### config.mk
export PLATFORM = sky130hd
export DESIGN_NAME = matrix_result_serializer_4x4_complex
export DESIGN_NICKNAME = d
export VERILOG_FILES = /design/src/rtl/matrix_result_serializer_4x4_complex.sv
export SDC_FILE = /design/constraint.sdc
export NUM_CORES = 1
export LEC_CHECK = 0
export BUFFER_PORTS_ARGS = -buffer_cell sky130_fd_sc_hd__buf_2
export CAP_MARGIN = 20
export CORE_ASPECT_RATIO = 1.25
export CORE_MARGIN = 3
export CORE_UTILIZATION = 40
export CTS_CLUSTER_DIAMETER = 120
export DETAILED_ROUTE_END_ITERATION = 16
export MAX_ROUTING_LAYER = met4
export PLACE_DENSITY_LB_ADDON = 0.25
export SETUP_SLACK_MARGIN = 0.5
export SYNTH_ARGS = -nofsm -noshare
export SYNTH_HDL_FRONTEND = slang
export SYNTH_SLANG_ARGS = --single-unit
### constraint.sdc
create_clock -name clk -period 9.1 [get_ports clk]
set_input_delay 1.365 -clock clk [delete_from_list [all_inputs] [get_ports clk]]
set_output_delay 1.365 -clock clk [all_outputs]
set_load 0.03 [all_outputs]
### src/rtl/matrix_result_serializer_4x4_complex.sv
// Captures the 4x4 complex product matrix on start and streams it out as 32
// sign-extended words (row-major, real before imag) over valid/ready.
module matrix_result_serializer_4x4_complex #(
    parameter  int w         = 4,
    parameter  int OUT_W     = 16,
    localparam int WIDTH_OUT = 2*w+3
) (
    input  logic                                clk,
    input  logic                                rst,
    input  logic                                start,
    input  logic [3:0][3:0][WIDTH_OUT-1:0]      C_real,
    input  logic [3:0][3:0][WIDTH_OUT-1:0]      C_imag,
    output logic                                busy,
    output logic                                m_valid,
    input  logic                                m_ready,
    output logic [OUT_W-1:0]                    m_data,
    output logic [1:0]                          m_row,
    output logic [1:0]                          m_col,
    output logic                                m_is_imag,
    output logic                                m_last,
    output logic                                done
);

    typedef enum logic [1:0] {
        S_IDLE = 2'd0,
        S_SEND = 2'd1,
        S_DONE = 2'd2
    } state_t;

    typedef logic [3:0][3:0][WIDTH_OUT-1:0] elem_arr_t;

    function automatic logic [OUT_W-1:0] sext(input logic [WIDTH_OUT-1:0] x);
        return {{(OUT_W-WIDTH_OUT){x[WIDTH_OUT-1]}}, x};
    endfunction

    // Beat b selects element [b[4:3]][b[2:1]], imaginary part when b[0] is set.
    function automatic logic [OUT_W-1:0] pick(input elem_arr_t re, input elem_arr_t im,
                                               input logic [4:0] b);
        return b[0] ? sext(im[b[4:3]][b[2:1]]) : sext(re[b[4:3]][b[2:1]]);
    endfunction

    state_t           state_q, state_d;
    logic [4:0]       k_q, k_d;
    elem_arr_t        snap_re_q, snap_re_d;
    elem_arr_t        snap_im_q, snap_im_d;
    logic             busy_q, busy_d;
    logic             m_valid_q, m_valid_d;
    logic [OUT_W-1:0] m_data_q, m_data_d;
    logic [1:0]       m_row_q, m_row_d;
    logic [1:0]       m_col_q, m_col_d;
    logic             m_is_imag_q, m_is_imag_d;
    logic             m_last_q, m_last_d;
    logic             done_q, done_d;
    logic [4:0]       nk_s;

    // Next-state and next-output logic; every output field is registered.
    always_comb begin
        state_d     = state_q;
        k_d         = k_q;
        snap_re_d   = snap_re_q;
        snap_im_d   = snap_im_q;
        busy_d      = busy_q;
        m_valid_d   = m_valid_q;
        m_data_d    = m_data_q;
        m_row_d     = m_row_q;
        m_col_d     = m_col_q;
        m_is_imag_d = m_is_imag_q;
        m_last_d    = m_last_q;
        done_d      = 1'b0;
        nk_s        = k_q + 5'd1;

        case (state_q)
            S_IDLE: begin
                if (start) begin
                    snap_re_d   = C_real;
                    snap_im_d   = C_imag;
                    k_d         = 5'd0;
                    state_d     = S_SEND;
                    busy_d      = 1'b1;
                    m_valid_d   = 1'b1;
                    // Snapshot is not yet readable, so beat 0 comes straight from the inputs.
                    m_data_d    = pick(C_real, C_imag, 5'd0);
                    m_row_d     = 2'd0;
                    m_col_d     = 2'd0;
                    m_is_imag_d = 1'b0;
                    m_last_d    = 1'b0;
                end else begin
                    busy_d    = 1'b0;
                    m_valid_d = 1'b0;
                end
            end
            S_SEND: begin
                if (m_valid_q && m_ready) begin
                    if (k_q == 5'd31) begin
                        state_d     = S_DONE;
                        m_valid_d   = 1'b0;
                        m_data_d    = {OUT_W{1'b0}};
                        m_row_d     = 2'd0;
                        m_col_d     = 2'd0;
                        m_is_imag_d = 1'b0;
                        m_last_d    = 1'b0;
                        done_d      = 1'b1;
                    end else begin
                        k_d         = nk_s;
                        m_data_d    = pick(snap_re_q, snap_im_q, nk_s);
                        m_row_d     = nk_s[4:3];
                        m_col_d     = nk_s[2:1];
                        m_is_imag_d = nk_s[0];
                        m_last_d    = (nk_s == 5'd31);
                    end
                end else begin
                    m_valid_d = m_valid_q;
                end
            end
            S_DONE: begin
                state_d = S_IDLE;
                busy_d  = 1'b0;
            end
            default: begin
                state_d   = S_IDLE;
                busy_d    = 1'b0;
                m_valid_d = 1'b0;
            end
        endcase
    end

    // State and output registers with synchronous reset.
    always_ff @(posedge clk) begin
        if (rst) begin
            state_q     <= S_IDLE;
            k_q         <= 5'd0;
            snap_re_q   <= '0;
            snap_im_q   <= '0;
            busy_q      <= 1'b0;
            m_valid_q   <= 1'b0;
            m_data_q    <= {OUT_W{1'b0}};
            m_row_q     <= 2'd0;
            m_col_q     <= 2'd0;
            m_is_imag_q <= 1'b0;
            m_last_q    <= 1'b0;
            done_q      <= 1'b0;
        end else begin
            state_q     <= state_d;
            k_q         <= k_d;
            snap_re_q   <= snap_re_d;
            snap_im_q   <= snap_im_d;
            busy_q      <= busy_d;
            m_valid_q   <= m_valid_d;
            m_data_q    <= m_data_d;
            m_row_q     <= m_row_d;
            m_col_q     <= m_col_d;
            m_is_imag_q <= m_is_imag_d;
            m_last_q    <= m_last_d;
            done_q      <= done_d;
        end
    end

    assign busy      = busy_q;
    assign m_valid   = m_valid_q;
    assign m_data    = m_data_q;
    assign m_row     = m_row_q;
    assign m_col     = m_col_q;
    assign m_is_imag = m_is_imag_q;
    assign m_last    = m_last_q;
    assign done      = done_q;

endmodule

==> summary.md <==
| Metric | Value |
|---|---|
| Placeable core region | 0.04215 sq mm |
| Final RePlAce weighted congestion | 0.9571 |
| Total Die Area | 0.04519 sq mm |
| Top post-synthesis cells by count | sky130_fd_sc_hd__nand2_1 (812), sky130_fd_sc_hd__a21oi_1 (383), sky130_fd_sc_hd__dfxtp_1 (379), sky130_fd_sc_hd__clkbuf_1 (131), sky130_fd_sc_hd__mux2i_1 (81) |
| Most frequent cell after synthesis | sky130_fd_sc_hd__nand2_1 |
| Number of antenna violations at the first check in global routing | 8 |
| Overall via count from detail_route | 16,900 |
| Number of sinks driven by the clock tree | 379 |
| Transition time at the pin with the least slew margin | 1.186 ns |
| Flop and latch count out of synthesis | 379 |
| Ports | 381 |
| Root buffer cell | sky130_fd_sc_hd__clkbuf_16 |
| Count of nets left with antenna violations after detail routing | 0 |
| Required time worst endpoint | 9.50 ns |
| Cell Rows | 84 |
| Final setup vio count | 0 |
| Multi-input gate area in the final layout | 0.008597 sq mm |
| Synthesized netlist net count | 2,550 |
| Clock tree buffer depth | 3 |
| Unrepaired setup endpoints after global routing | no |
| Worst Clk Skew | 0.02164 ns |
| Clock edge transition at the registers on the reported setup and hold paths | 0.06 ns |
| Overall power after layout | 0.004142 W |
| Total routing resource utilization after global routing | 0.2814 |
| Final critical-path share of the clock period | 0.4752 |
| Number of global-route vias before repair | 16,040 |
| CTS HTree Levels | 2 |
| Max-cap check violation count | 0 |
| Drc violations | 0 |
| Number of buffers created by CTS | 41 |
| Crit. End Element | flop |
| Fin. Hold Viols | 0 |
| Count of buffer and inverter cells on the critical path | 2 |
| Largest driver fanout on the critical path | 32 |
| Sequential element share of the synthesized area | 0.4446 |
| Outcome | completed |
| Most common flop cell mapped by yosys | sky130_fd_sc_hd__dfxtp_1 |
| Top achievable clock speed | 231.2 MHz |
| Port bufs | 380 |
| Synth warnings | 0 |
| Critical path's largest stage delay | 0.76 ns |
| Area added between synthesis and finish | 19.77% |
| Proportion of layout cells with a drive suffix above 1 | 0.2110 |
| Count of routing violations after the opening detailed-route iteration | 1,570 |
| Number of buffers inserted for hold repair after clock tree synthesis | 0 |
| Maximum VDD drop | 0.1334 mV |
| Worst path top cell family by delay | simple AND/OR/NAND/NOR gates |
| Number of nets in the layout | 2,802 |
| Post-CTS setup buffer count | 0 |
| Leading post-synthesis cells by cell area | sky130_fd_sc_hd__dfxtp_1 (44%), sky130_fd_sc_hd__nand2_1 (18%), sky130_fd_sc_hd__a21oi_1 (11%) |
| Via-to-Cell Ratio | 5.560 |
| Aggregate routed wire length | 65,120 um |
| Setup crit start kind | flop |
| Largest net degree at the start of global routing | 208 |
| Distinct cells, synth | 66 |
| Cells along the critical path | ha_1, and3_1, ha_2, inv_1, buf_4, nand2_1, nor2_1, a2111oi_0, or3b_1, o221ai_1 |
| Number of filler cells placed in the layout | 4,257 |
| Async set-or-reset flop fraction in the synthesized netlist | 0 |
| Final sum of negative setup slack | 0 ns |
| Worst slew margin relative to its limit | 0.1892 |
| DIE HEIGHT | 236.9 um |
| Post-DR wirelength/cell | 21.43 um |
| Latest clock arrival within the worst-skew pair | 0.55 ns |
| Sequential cell area | 0.007589 sq mm |
| Lkg Pwr | 8.295 nW |
| Biggest area consumer among synthesized cells | sky130_fd_sc_hd__dfxtp_1 |
| Cell Pwr Density | 202.6 mW/mm^2 |
| Minimum clock period after layout | 4.325 ns |
| Max Transition Viols Final | 0 |
| Hold WC Path Type | flop to flop |
| CP max stage cell | sky130_fd_sc_hd__nor2_1 |
| Post-synth EDFFs | 0 |
| Starting utilization of the core area | 0.4049 |
| Crit path arrival time | 4.72 ns |
| Cell Area, Synth | 0.01707 sq mm |
| Resize count post-CTS | 0 |
| Horiz. Die Dim | 190.7 um |
| WS Path Type | flop to flop |
| Mean instance size in the synthesized netlist | 7.789 sq um |
| Overflow left after global routing | 0 |
| Proportion of netlist area held by the largest area contributor | 0.4446 |
| CTS tree | built |
| Half-perimeter wire length after placement | 46,620 um |
| Post-synthesis instance total | 2,191 |
| Total iterations of the first detailed-routing run | 5 |
| Wire length of the first global-routing pass | 95,140 um |
[state kept, by name (all words and copies together), names as in the netlist]
| signal | flops |
|---|---|
| state_q | 2 |
| m_row | 2 |
| m_col | 2 |
| m_data | 11 |
| k_q | 5 |
| done | 1 |
| busy | 1 |
| snap_im_q | 176 |
| m_last | 1 |
| snap_re_q | 176 |
| m_valid | 1 |
| m_is_imag | 1 |
[worst paths after layout]
path	startpoint	to	slack, ns	cells past startpoint
setup / recovery	k_q[1]	m_data[14]	4.78	10
hold / removal	snap_re_q[120]	snap_re_q[120]	0.45	2
setup reg to reg	k_q[1]	m_data[14]	4.78	10
hold reg to reg	snap_re_q[120]	snap_re_q[120]	0.45	2
[logic make-up after synthesis]
group                    synth area share
AO/OA/AOI/OAI                      0.1862
XOR/XNOR                         0.001027
flip-flops                         0.4446
AND/OR/NAND/NOR                    0.2245
buffers and inverters             0.05374
multiplexers                      0.08776
adder cells (fa/ha/maj)          0.002200
[per-layer routing]
layer | wire (um) | up-vias | track usage
li1 | - | 8005 | -
met1 | 26320 | 8024 | 0.3459
met2 | 31690 | 718 | 0.4686
met3 | 4258 | 149 | 0.03598
met4 | 2849 | 0 | 0.1130
met5 | 0 | - | -
[per-stage QoR]
stage	std cells	hold slack, ns	util	instance area (sq um)	setup WS [ns]
2_1_floorplan	2191	0.4319	-	17070	6.047
3_3_place_gp	2959	0.4408	0.4504	18980	4.783
3_5_place_dp	2959	0.4437	0.4504	18980	4.723
4_1_cts	3033	0.4524	0.4846	20420	4.863
5_1_grt	3037	0.4666	0.4848	20430	4.543
6_report	3039	0.4518	0.4849	20440	4.775
[area by class of cell]
type | instances | area share
Tap cell | 559 | 0.03422
Clock buffer | 55 | 0.05779
Multi-Input combinational cell | 1618 | 0.4206
Sequential cell | 379 | 0.3713
Clock inverter | 19 | 0.01267
Timing Repair Buffer | 400 | 0.1021
Inverter | 3 | 0.0005510
Antenna cell | 6 | 0.0007346
[power breakdown]
group	switching, W	leakage (nW)	internal, W	total (W)
registers	0.0000782	3.11	0.00177	0.00185
logic	0.000322	4.47	0.000182	0.000504
clock network	0.000703	0.713	0.00108	0.00179
total	0.00110	8.29	0.00304	0.00414
[cell usage in the layout (no fill, tap or decap), types with 7 or more instances in the layout]
cell,instances
sky130_fd_sc_hd__mux2i_1,81
sky130_fd_sc_hd__a21oi_1,382
sky130_fd_sc_hd__o22ai_1,9
sky130_fd_sc_hd__mux2_2,13
sky130_fd_sc_hd__a211oi_1,10
sky130_fd_sc_hd__clkinv_2,9
sky130_fd_sc_hd__buf_2,379
sky130_fd_sc_hd__nor3_1,8
sky130_fd_sc_hd__mux4_2,24
sky130_fd_sc_hd__nand2_1,811
sky130_fd_sc_hd__buf_4,18
sky130_fd_sc_hd__a2111oi_0,12
sky130_fd_sc_hd__o221ai_1,12
sky130_fd_sc_hd__o211ai_1,9
sky130_fd_sc_hd__a31oi_1,16
sky130_fd_sc_hd__a221oi_1,13
sky130_fd_sc_hd__o2111ai_1,7
sky130_fd_sc_hd__dfxtp_1,378
sky130_fd_sc_hd__nand2b_1,8
sky130_fd_sc_hd__nor2_1,33
sky130_fd_sc_hd__clkbuf_16,43
sky130_fd_sc_hd__nand3_1,31
sky130_fd_sc_hd__o21ai_0,22
sky130_fd_sc_hd__nand4_1,9
sky130_fd_sc_hd__a21o_1,7
sky130_fd_sc_hd__a22oi_1,13
sky130_fd_sc_hd__and3_1,20
[worst min-delay path, stage by stage (launching register included)]
cell	delay, ns
sky130_fd_sc_hd__dfxtp_1	0.31
sky130_fd_sc_hd__nand2_1	0.05
sky130_fd_sc_hd__a21oi_1	0.05
No activity file was read; power rests on OpenSTA's default activity.
